### src/rtl/piece_queue_gen.sv
// POLYTRIS piece generator: free-running Galois LFSR feeding a FWFT
// queue of upcoming pieces in uniform, N-bag or fixed-sequence mode.
module piece_queue_gen #(
  parameter int PIECE_W = 16,
  parameter int DEPTH = 4,
  parameter int NUM_TYPES = 7,
  parameter int LFSR_W = 16,
  parameter logic [LFSR_W-1:0] LFSR_TAPS = 16'hB400,
  parameter logic [LFSR_W-1:0] SEED = 16'hACE1
) (
  input  logic                       clk_clk,
  input  logic                       reset_reset,
  input  logic [1:0]                 mode,
  input  logic                       seed_load,
  input  logic [LFSR_W-1:0]          seed_value,
  input  logic                       pop_req,
  output logic [PIECE_W-1:0]         piece_out,
  output logic                       piece_valid,
  output logic [LFSR_W-1:0]          noise_out,
  output logic [$clog2(DEPTH+1)-1:0] queue_count,
  output logic                       underflow
);

  localparam int PW = $clog2(DEPTH);
  localparam int CNTW = $clog2(DEPTH+1);
  localparam int CW = $clog2(NUM_TYPES);
  localparam int SW = PIECE_W - 8;
  localparam int MW = 2 ** CW;

  localparam logic [1:0] S_IDLE = 2'd0;
  localparam logic [1:0] S_DRAW = 2'd1;
  localparam logic [1:0] S_FULL = 2'd2;

  logic [LFSR_W-1:0]    lfsr;
  logic [PIECE_W-1:0]   mem [DEPTH];
  logic [PW-1:0]        rd_ptr, wr_ptr;
  logic [CNTW-1:0]      count;
  logic [SW-1:0]        serial;
  logic [NUM_TYPES-1:0] bag_mask;
  logic [CW-1:0]        fix_cnt;
  logic [1:0]           mode_q;
  logic [1:0]           state;

  logic [LFSR_W-1:0]    lfsr_step;
  logic [CW-1:0]        rnd, cand;
  logic                 bag_mode, fix_mode;
  logic [NUM_TYPES-1:0] mask_eff, mask_n;
  logic [MW-1:0]        mask_wide, cand_oh;
  logic                 cand_ok, pop_ok, push;
  logic [PIECE_W-1:0]   word, head_n;
  logic [CNTW-1:0]      count_n;
  logic [PW-1:0]        rd_n;
  logic [CW-1:0]        fix_n;
  logic [1:0]           state_n;

  assign lfsr_step = (lfsr >> 1) ^ (lfsr[0] ? LFSR_TAPS : '0);
  assign rnd = lfsr[CW-1:0];
  assign bag_mode = (mode == 2'd1);
  assign fix_mode = (mode == 2'd2);
  assign pop_ok = pop_req && (count != '0);

  always_comb begin
    mask_eff = (mode != mode_q) ? '0 : bag_mask;
    mask_wide = '0;
    mask_wide[NUM_TYPES-1:0] = mask_eff;
    cand = fix_mode ? fix_cnt : rnd;
    cand_ok = 1'b1;
    unique case (1'b1)
      fix_mode: cand_ok = 1'b1;
      bag_mode: cand_ok = (int'(rnd) < NUM_TYPES) && !mask_wide[rnd];
      default:  cand_ok = (int'(rnd) < NUM_TYPES);
    endcase
    cand_oh = '0;
    cand_oh[cand] = 1'b1;
  end

  // a pop frees a slot in the same cycle, so a full queue still accepts
  assign push = (state != S_IDLE) && cand_ok &&
                ((count != CNTW'(DEPTH)) || pop_ok);
  assign word = {serial, {(8-CW){1'b0}}, cand};
  assign rd_n = rd_ptr + PW'(pop_ok);

  always_comb begin
    count_n = count;
    unique case ({push, pop_ok})
      2'b10:   count_n = count + CNTW'(1);
      2'b01:   count_n = count - CNTW'(1);
      default: count_n = count;
    endcase
    if (push && ((count == '0) ||
                 ((count == CNTW'(1)) && pop_ok)))
      head_n = word;
    else
      head_n = mem[rd_n];
    mask_n = mask_eff;
    if (push && bag_mode)
      mask_n = mask_eff | cand_oh[NUM_TYPES-1:0];
    if (&mask_n)
      mask_n = '0;
    fix_n = fix_cnt;
    if (push && fix_mode)
      fix_n = (fix_cnt == CW'(NUM_TYPES-1)) ? '0 : fix_cnt + CW'(1);
    state_n = state;
    unique case (state)
      S_IDLE: state_n = S_DRAW;
      S_DRAW: if (count_n == CNTW'(DEPTH)) state_n = S_FULL;
      S_FULL: if (pop_ok) state_n = S_DRAW;
      default: state_n = S_IDLE;
    endcase
  end

  always_ff @(posedge clk_clk) begin
    if (!reset_reset && !seed_load && push)
      mem[wr_ptr] <= word;
  end

  always_ff @(posedge clk_clk) begin
    if (reset_reset) begin
      lfsr      <= SEED;
      rd_ptr    <= '0;
      wr_ptr    <= '0;
      count     <= '0;
      piece_out <= '0;
      underflow <= 1'b0;
      serial    <= '0;
      bag_mask  <= '0;
      fix_cnt   <= '0;
      mode_q    <= 2'd0;
      state     <= S_IDLE;
    end else if (seed_load) begin
      lfsr      <= (seed_value == '0) ? SEED : seed_value;
      rd_ptr    <= '0;
      wr_ptr    <= '0;
      count     <= '0;
      underflow <= 1'b0;
      serial    <= '0;
      bag_mask  <= '0;
      fix_cnt   <= '0;
      mode_q    <= mode;
      state     <= S_IDLE;
    end else begin
      lfsr      <= lfsr_step;
      rd_ptr    <= rd_n;
      wr_ptr    <= wr_ptr + PW'(push);
      count     <= count_n;
      if (count_n != '0)
        piece_out <= head_n;
      underflow <= underflow | (pop_req && (count == '0));
      serial    <= serial + SW'(push);
      bag_mask  <= mask_n;
      fix_cnt   <= fix_n;
      mode_q    <= mode;
      state     <= state_n;
    end
  end

  assign piece_valid = (count != '0);
  assign noise_out = lfsr;
  assign queue_count = count;

endmodule

### config.mk
export PLATFORM = sky130hd
export DESIGN_NAME = piece_queue_gen
export DESIGN_NICKNAME = d
export VERILOG_FILES = /design/src/rtl/piece_queue_gen.sv
export SDC_FILE = /design/constraint.sdc
export NUM_CORES = 1
export LEC_CHECK = 0
export CORE_MARGIN = 3
export CORE_UTILIZATION = 50
export CTS_CLUSTER_DIAMETER = 60
export DETAILED_ROUTE_END_ITERATION = 10
export PLACE_DENSITY = 0.77
export SYNTH_ARGS = -nofsm -noshare
export SYNTH_HDL_FRONTEND = slang
export SYNTH_SLANG_ARGS = --single-unit
### constraint.sdc
create_clock -name clk_clk -period 9.35 [get_ports clk_clk]
set_input_delay 2.3375 -clock clk_clk [delete_from_list [all_inputs] [get_ports clk_clk]]
set_output_delay 2.3375 -clock clk_clk [all_outputs]
set_load 0.05 [all_outputs]
* Yosys cells after proc, flatten, opt, wreduce, memory -nomap -nowiden
Memory sizes are Yosys's and may differ from the RTL's.
Index checks and enable logic that the tools add are counted.
Widths: inputs -> output; s select.
** Operators by class
- Reduce and logical (&&, ||, !) cells :: 28
- Bitwise logic cells :: 4
- Equal/unequal tests :: 13
- Add/subtract/negate cells :: 6
- Order comparisons :: 4
- Mux-type cells :: 19
** Operator list (number)
- $mux 16 :: 4
- $logic_not 16->1 :: 1
- $xor 15x16->16 :: 1
- $mux 7 :: 2
- $logic_and 1x1->1 :: 12
- $add 8x1->8 :: 1
- $lt 3x4->1 const B :: 2
- $or 7x7->7 :: 1
- $reduce_and 7->1 :: 1
- $add 3x1->3 const B :: 2
- $eq 2x1->1 const B :: 3
- $eq 2x2->1 const B :: 3
- $eq 3x3->1 const B :: 2
- $mux 3 :: 2
- $pmux 2 s3 :: 1
- $pmux 3 s2 :: 1
- $reduce_bool 3->1 :: 2
- $add 2x1->2 :: 2
- $mux 1 :: 4
- $mux 2 :: 2
- $ne 2x2->1 const B :: 2
- $reduce_and 2->1 :: 2
- $bmux 1 s3 :: 1
- $demux 1 s3 :: 1
- other kinds (16) :: 19
** Word-level totals
- Logic and storage cells :: 86
- Input port bits :: 22
- Flip-flop bits (word level) :: 62
- Memory bits (writable) :: 44
- Output and inout port bits :: 37
- Memories :: 1
** Memories
- mem :: words 4, bits a word 11, rd ports 1, clocked after memory_dff 0, write ports 1, RTL line 35 : logic [PIECE_W-1:0] mem [DEPTH];

* Logic depth before layout (Yosys ltp)
- Depth after elaboration :: 14
- Depth in mapped cells :: 11
- Mapped depth without buffers :: 10

* Worst setup path after synthesis
OpenSTA, ideal clock, no wires.
- Kind :: input -> register
- From :: in mode[0]
- To :: mem mem[0][0] (netlist bit), enable pin
- Slack :: 4.655 ns
- Required time :: 8.954 ns
- Stages :: 7
- Buffers on the path :: 1
- Setup time :: 0.396 ns
- Data arrival time :: 4.299 ns
- Path through :: inv_1 ha_1 clkbuf_1 mux2i_1 a21oi_4 and2_1 nor3b_1
** On the way
- Longest elaborated chain between the ends :: 12
- Elaborated cells between the ends (all ways) :: 14
- Those cells by class :: eq/ne: 3; mux: 6; reduce/logical: 5
** Ends and longest elaborated chain
- from (decl) :: RTL line 13 : input logic [1:0] mode,
- $ne 2x2->1 :: RTL line 63 : mask_eff = (mode != mode_q) ? '0 : bag_mask;
- $mux 7 :: RTL line 63
- $bmux 1 s3 :: RTL line 70 : bag_mode: cand_ok = (int'(rnd) < NUM_TYPES) && !mask_wide[rnd];
- $mux 1 (implied by the code) :: RTL line 70
- $logic_not 1->1 :: RTL line 70
- $logic_and 1x1->1 :: RTL line 70
- $pmux 1 s2 * :: RTL line 68 : unique case (1'b1)
- $logic_and 1x1->1 * (2 in a row) :: RTL line 78 : assign push = (state != S_IDLE) && cand_ok &&
- $logic_and 1x1->1 * :: RTL line 113 : if (!reset_reset && !seed_load && push)
- $mux 1 * :: RTL line 113
- $mux 1 (implied by the code) * :: RTL line 114 : mem[wr_ptr] <= word;
- to (decl) :: RTL line 35
Every way passes the cells marked *; elsewhere a longest branch is shown, timed or not. The select of a mux whose other input is x is not followed.

* Final worst setup path
- From :: in mode[0]
- To :: reg piece_out[10]
** On the way
- Longest elaborated chain between the ends :: 13
- Elaborated cells between the ends (all ways) :: 18
- Those cells by class :: eq/ne: 5; mux: 6; reduce/logical: 7
** Ends and longest elaborated chain
- $ne 2x2->1 :: RTL line 63
- $mux 7 :: RTL line 63
- $bmux 1 s3 :: RTL line 70
- $mux 1 (implied by the code) :: RTL line 70
- $logic_not 1->1 :: RTL line 70
- $logic_and 1x1->1 :: RTL line 70
- $pmux 1 s2 * :: RTL line 68
- $logic_and 1x1->1 * (2 in a row) :: RTL line 78
- $eq 2x1->1 / $eq 2x2->1 (equally long branches) :: RTL line 85 : unique case ({push, pop_ok})
- $pmux 3 s2 :: RTL line 85
- $reduce_bool 3->1 :: RTL line 146 : if (count_n != '0)
- $reduce_and 2->1 (no line)
- to (signal assigned) :: RTL line 147 : piece_out <= head_n;
- to (decl) :: RTL line 17 : output logic [PIECE_W-1:0] piece_out,
Marked as above.
A chain may end at the register's enable or synchronous reset.

==> results.sh <==
export IMPL_status="finished clean"
export IMPL_ff2ff_path_depth=10
export IMPL_row_count=33
export IMPL_r2r_slack_ps=5990
export IMPL_leakage_nw=1.879
export IMPL_cts_sinks=101
export IMPL_clockBufferDepth=2
export IMPL_root_buffer="clkbuf_8"
export IMPL_design_core_area_um2=8341
export IMPL_synth_async_reset_ratio_pct=0
export IMPL_overflow=0
export IMPL_timing_hold_ws_ps=478.2
export IMPL_arrival_ps=5300
export IMPL_setup_ws_ps=4261
export IMPL_cts_tree="built"
export IMPL_seq_area_frac_synth_pct=56.29
export IMPL_ys_top_cells_by_area="edfxtp_1 30%, dfxtp_1 26%, mux4_2 6.2%"
export IMPL_drtIter0Drc=133
export IMPL_clk_pin_slew_ps=90
export IMPL_ys_ff_latch=101
export IMPL_post_cts_buffers=0
export IMPL_synth_top_area_share_pct=30.21
export IMPL_crit_type="in -> reg"
export IMPL_via_per_inst=5.708
export IMPL_cp_required_ps=9560
export IMPL_start_util_pct=52.45
export IMPL_yosysUniqueCellTypes=53
export IMPL_fin_crit_sh_pct=54.42
export IMPL_drtAntennaViolNets=0
export IMPL_drive_gt1_share_pct=9.709
export IMPL_die_w_um=99.53
export IMPL_worstHoldPathType="reg -> reg"
export IMPL_hpwl_mm=5.966
export IMPL_synth_edff_count=44
export IMPL_grt_pass1_vias=2895
export IMPL_wl_per_cell_um=17.06
export IMPL_first_pass_iters=4
export IMPL_worstSetupEndpointType="flop"
export IMPL_total_power_mw=0.8640
export IMPL_clk_insertion_delay_late_ps=360
export IMPL_cts_buffers=9
export IMPL_antenna_found_initial=0
export IMPL_irDropWorstVdd_mv=0.08364
export IMPL_drv_cap=0
export IMPL_cts_hold_buffers=0
export IMPL_portBuffers=53
export IMPL_drt_wl_total_mm=8.819
export IMPL_area_growth_pct=17.88
export IMPL_fill_cells=677
export IMPL_p_per_area_nw_per_um2=167.6
export IMPL_setup_tns_ps=0
export IMPL_die_area_um2=9906
export IMPL_grt_max_degree=29
export IMPL_ys_flop_type="dfxtp_1"
export IMPL_ios=59
export IMPL_cts_max_level=3
export IMPL_rsz0062_at_grt="no"
export IMPL_final_min_clock_period_ps=5089
export IMPL_relSlewSlack_pct=21.20
export IMPL_fmax_ghz=0.1965
export IMPL_syn_area_um2=4374
export IMPL_synth_top_area_cell="edfxtp_1"
export IMPL_setup_viol=0
export IMPL_syn_area_per_cell_um2=12.25
export IMPL_die_h_um=99.53
export IMPL_nets=439
export IMPL_startpoint="mode[0]"
export IMPL_start_kind="primary input"
export IMPL_final_max_slew_viol_count=0
export IMPL_post_cts_resized=0
export IMPL_worstSetupEndpoint="piece_out[10]"
export IMPL_r2r_end="piece_out[10]"
export IMPL_grt_pass1_wl_mm=14.48
export IMPL_reg2reg_from="queue_count[0]"
export IMPL_hold_viol=0
export IMPL_vias=2951
export IMPL_yosys_warnings=0
export IMPL_syn_inst=357
export IMPL_grt_usage_pct=18.93
export IMPL_dp_slack_ps=3888
export IMPL_diodes=0
export IMPL_drc=0
export IMPL_crit_fanout=11
export IMPL_routabilityCongestion=0.8701
export IMPL_worst_pin_slew_ps=1178
export IMPL_finClkSkew_ps=7.439
-- where the power goes --
part           total (mW)  internal, mW  switching [mW]
clock               0.273         0.124           0.149
combinational       0.116        0.0431          0.0727
sequential          0.476         0.467         0.00823
-- worst min path at each step --
stage                       startpoint      endpoint  slack (ps)  depth (start not counted)
after global placement       underflow     underflow         450                          2
after detailed placement     underflow     underflow         460                          2
final                        underflow     underflow         480                          2
after CTS                 piece_out[1]  piece_out[1]         480                          2
after floorplan               state[0]      state[0]         460                          1
after global routing      piece_out[8]  piece_out[8]         500                          2
-- stage by stage --
stage          cells  area, um2  utilization, %
6_report         517       5156           61.82
2_1_floorplan    361       4389               -
3_3_place_gp     501       4961           59.48
4_1_cts          517       5156           61.82
5_1_grt          517       5156           61.82
3_5_place_dp     501       4961           59.48
-- flip-flops by register name, indices dropped and copies added (netlist names), 3 cells and up --
signal,cells
queue_count,3
noise_out,16
bag_mask,7
piece_out,11
mem,44
fix_cnt,3
serial,8
-- kinds of logic after synthesis --
kind of cell / after synthesis / share of synthesized area [%]
flops: 101 / 56.29
simple gates: 96 / 11.44
compound gates: 56 / 9.955
buf+inv: 41 / 4.205
mux: 36 / 11.78
xor+xnor: 16 / 3.375
fa+ha+maj: 10 / 2.860
other cells: 1 / 0.08573
-- Yosys cell counts (2+ instances only) --
cell type / instances
a21oi_1: 11
buf_4: 5
dfxtp_1: 57
nand3_1: 8
o32ai_1: 11
mux2_2: 4
nor3_1: 7
mux4_2: 12
nor2_1: 32
nor2b_1: 2
xnor2_1: 10
buf_2: 3
inv_1: 21
nand4_1: 3
xor2_1: 5
mux2i_1: 20
o21ai_0: 3
a32oi_1: 8
and3_1: 6
o22a_1: 6
clkbuf_1: 7
o21ai_1: 2
buf_1: 4
nand3b_1: 3
nor3b_1: 2
nor4_1: 4
a31oi_1: 3
ha_1: 10
and2_1: 7
edfxtp_1: 44
nand2_1: 15
-- layout make-up --
type	instances	area, um2	share of cell area (%)
Timing Repair Buffer	55	545.5	10.58
Sequential cell	101	2462	47.76
Clock buffer	9	123.9	2.402
Inverter	21	78.83	1.529
Clock inverter	7	71.32	1.383
Tap cell	105	131.4	2.548
Multi-Input combinational cell	219	1743	33.80
-- worst max-delay path, stage by stage --
cell and delay (ps):
clkdlybuf4s50_1 520, inv_1 70, ha_1 290, mux2i_1 450, a21oi_4 180, or3_1 370, a32o_1 280, o21ai_1 590
o32ai_1 210
-- cell usage in the layout (no fill, tap or decap), types with 2 or more instances in the layout --
cell type	n
and3_1	6
nand4_1	3
nand3b_1	3
edfxtp_1	44
a31oi_1	3
inv_6	2
and2_1	7
nor3_1	7
a21oi_1	11
nand3_1	8
nor2_1	32
conb_1	5
o32ai_1	11
nor3b_1	2
o21ai_0	3
ha_1	10
clkinvlp_4	2
o22a_1	6
dfxtp_1	57
clkbuf_8	9
buf_4	2
clkdlybuf4s50_1	53
xnor2_1	10
nand2_1	15
mux2_2	4
a32oi_1	8
xor2_1	5
inv_1	21
mux4_2	12
nor2b_1	2
o21ai_1	2
nor4_1	4
mux2i_1	20
-- layer usage --
metal	vias up	GRT usage [%]	share of wire [%]
li1	1425	-	-
met1	1434	25.52	45
met2	84	30.01	47
met3	8	4.208	6.1
met4	0	7.248	1.2
met5	-	0	0
Note: power is estimated with default switching activity, not from simulation.
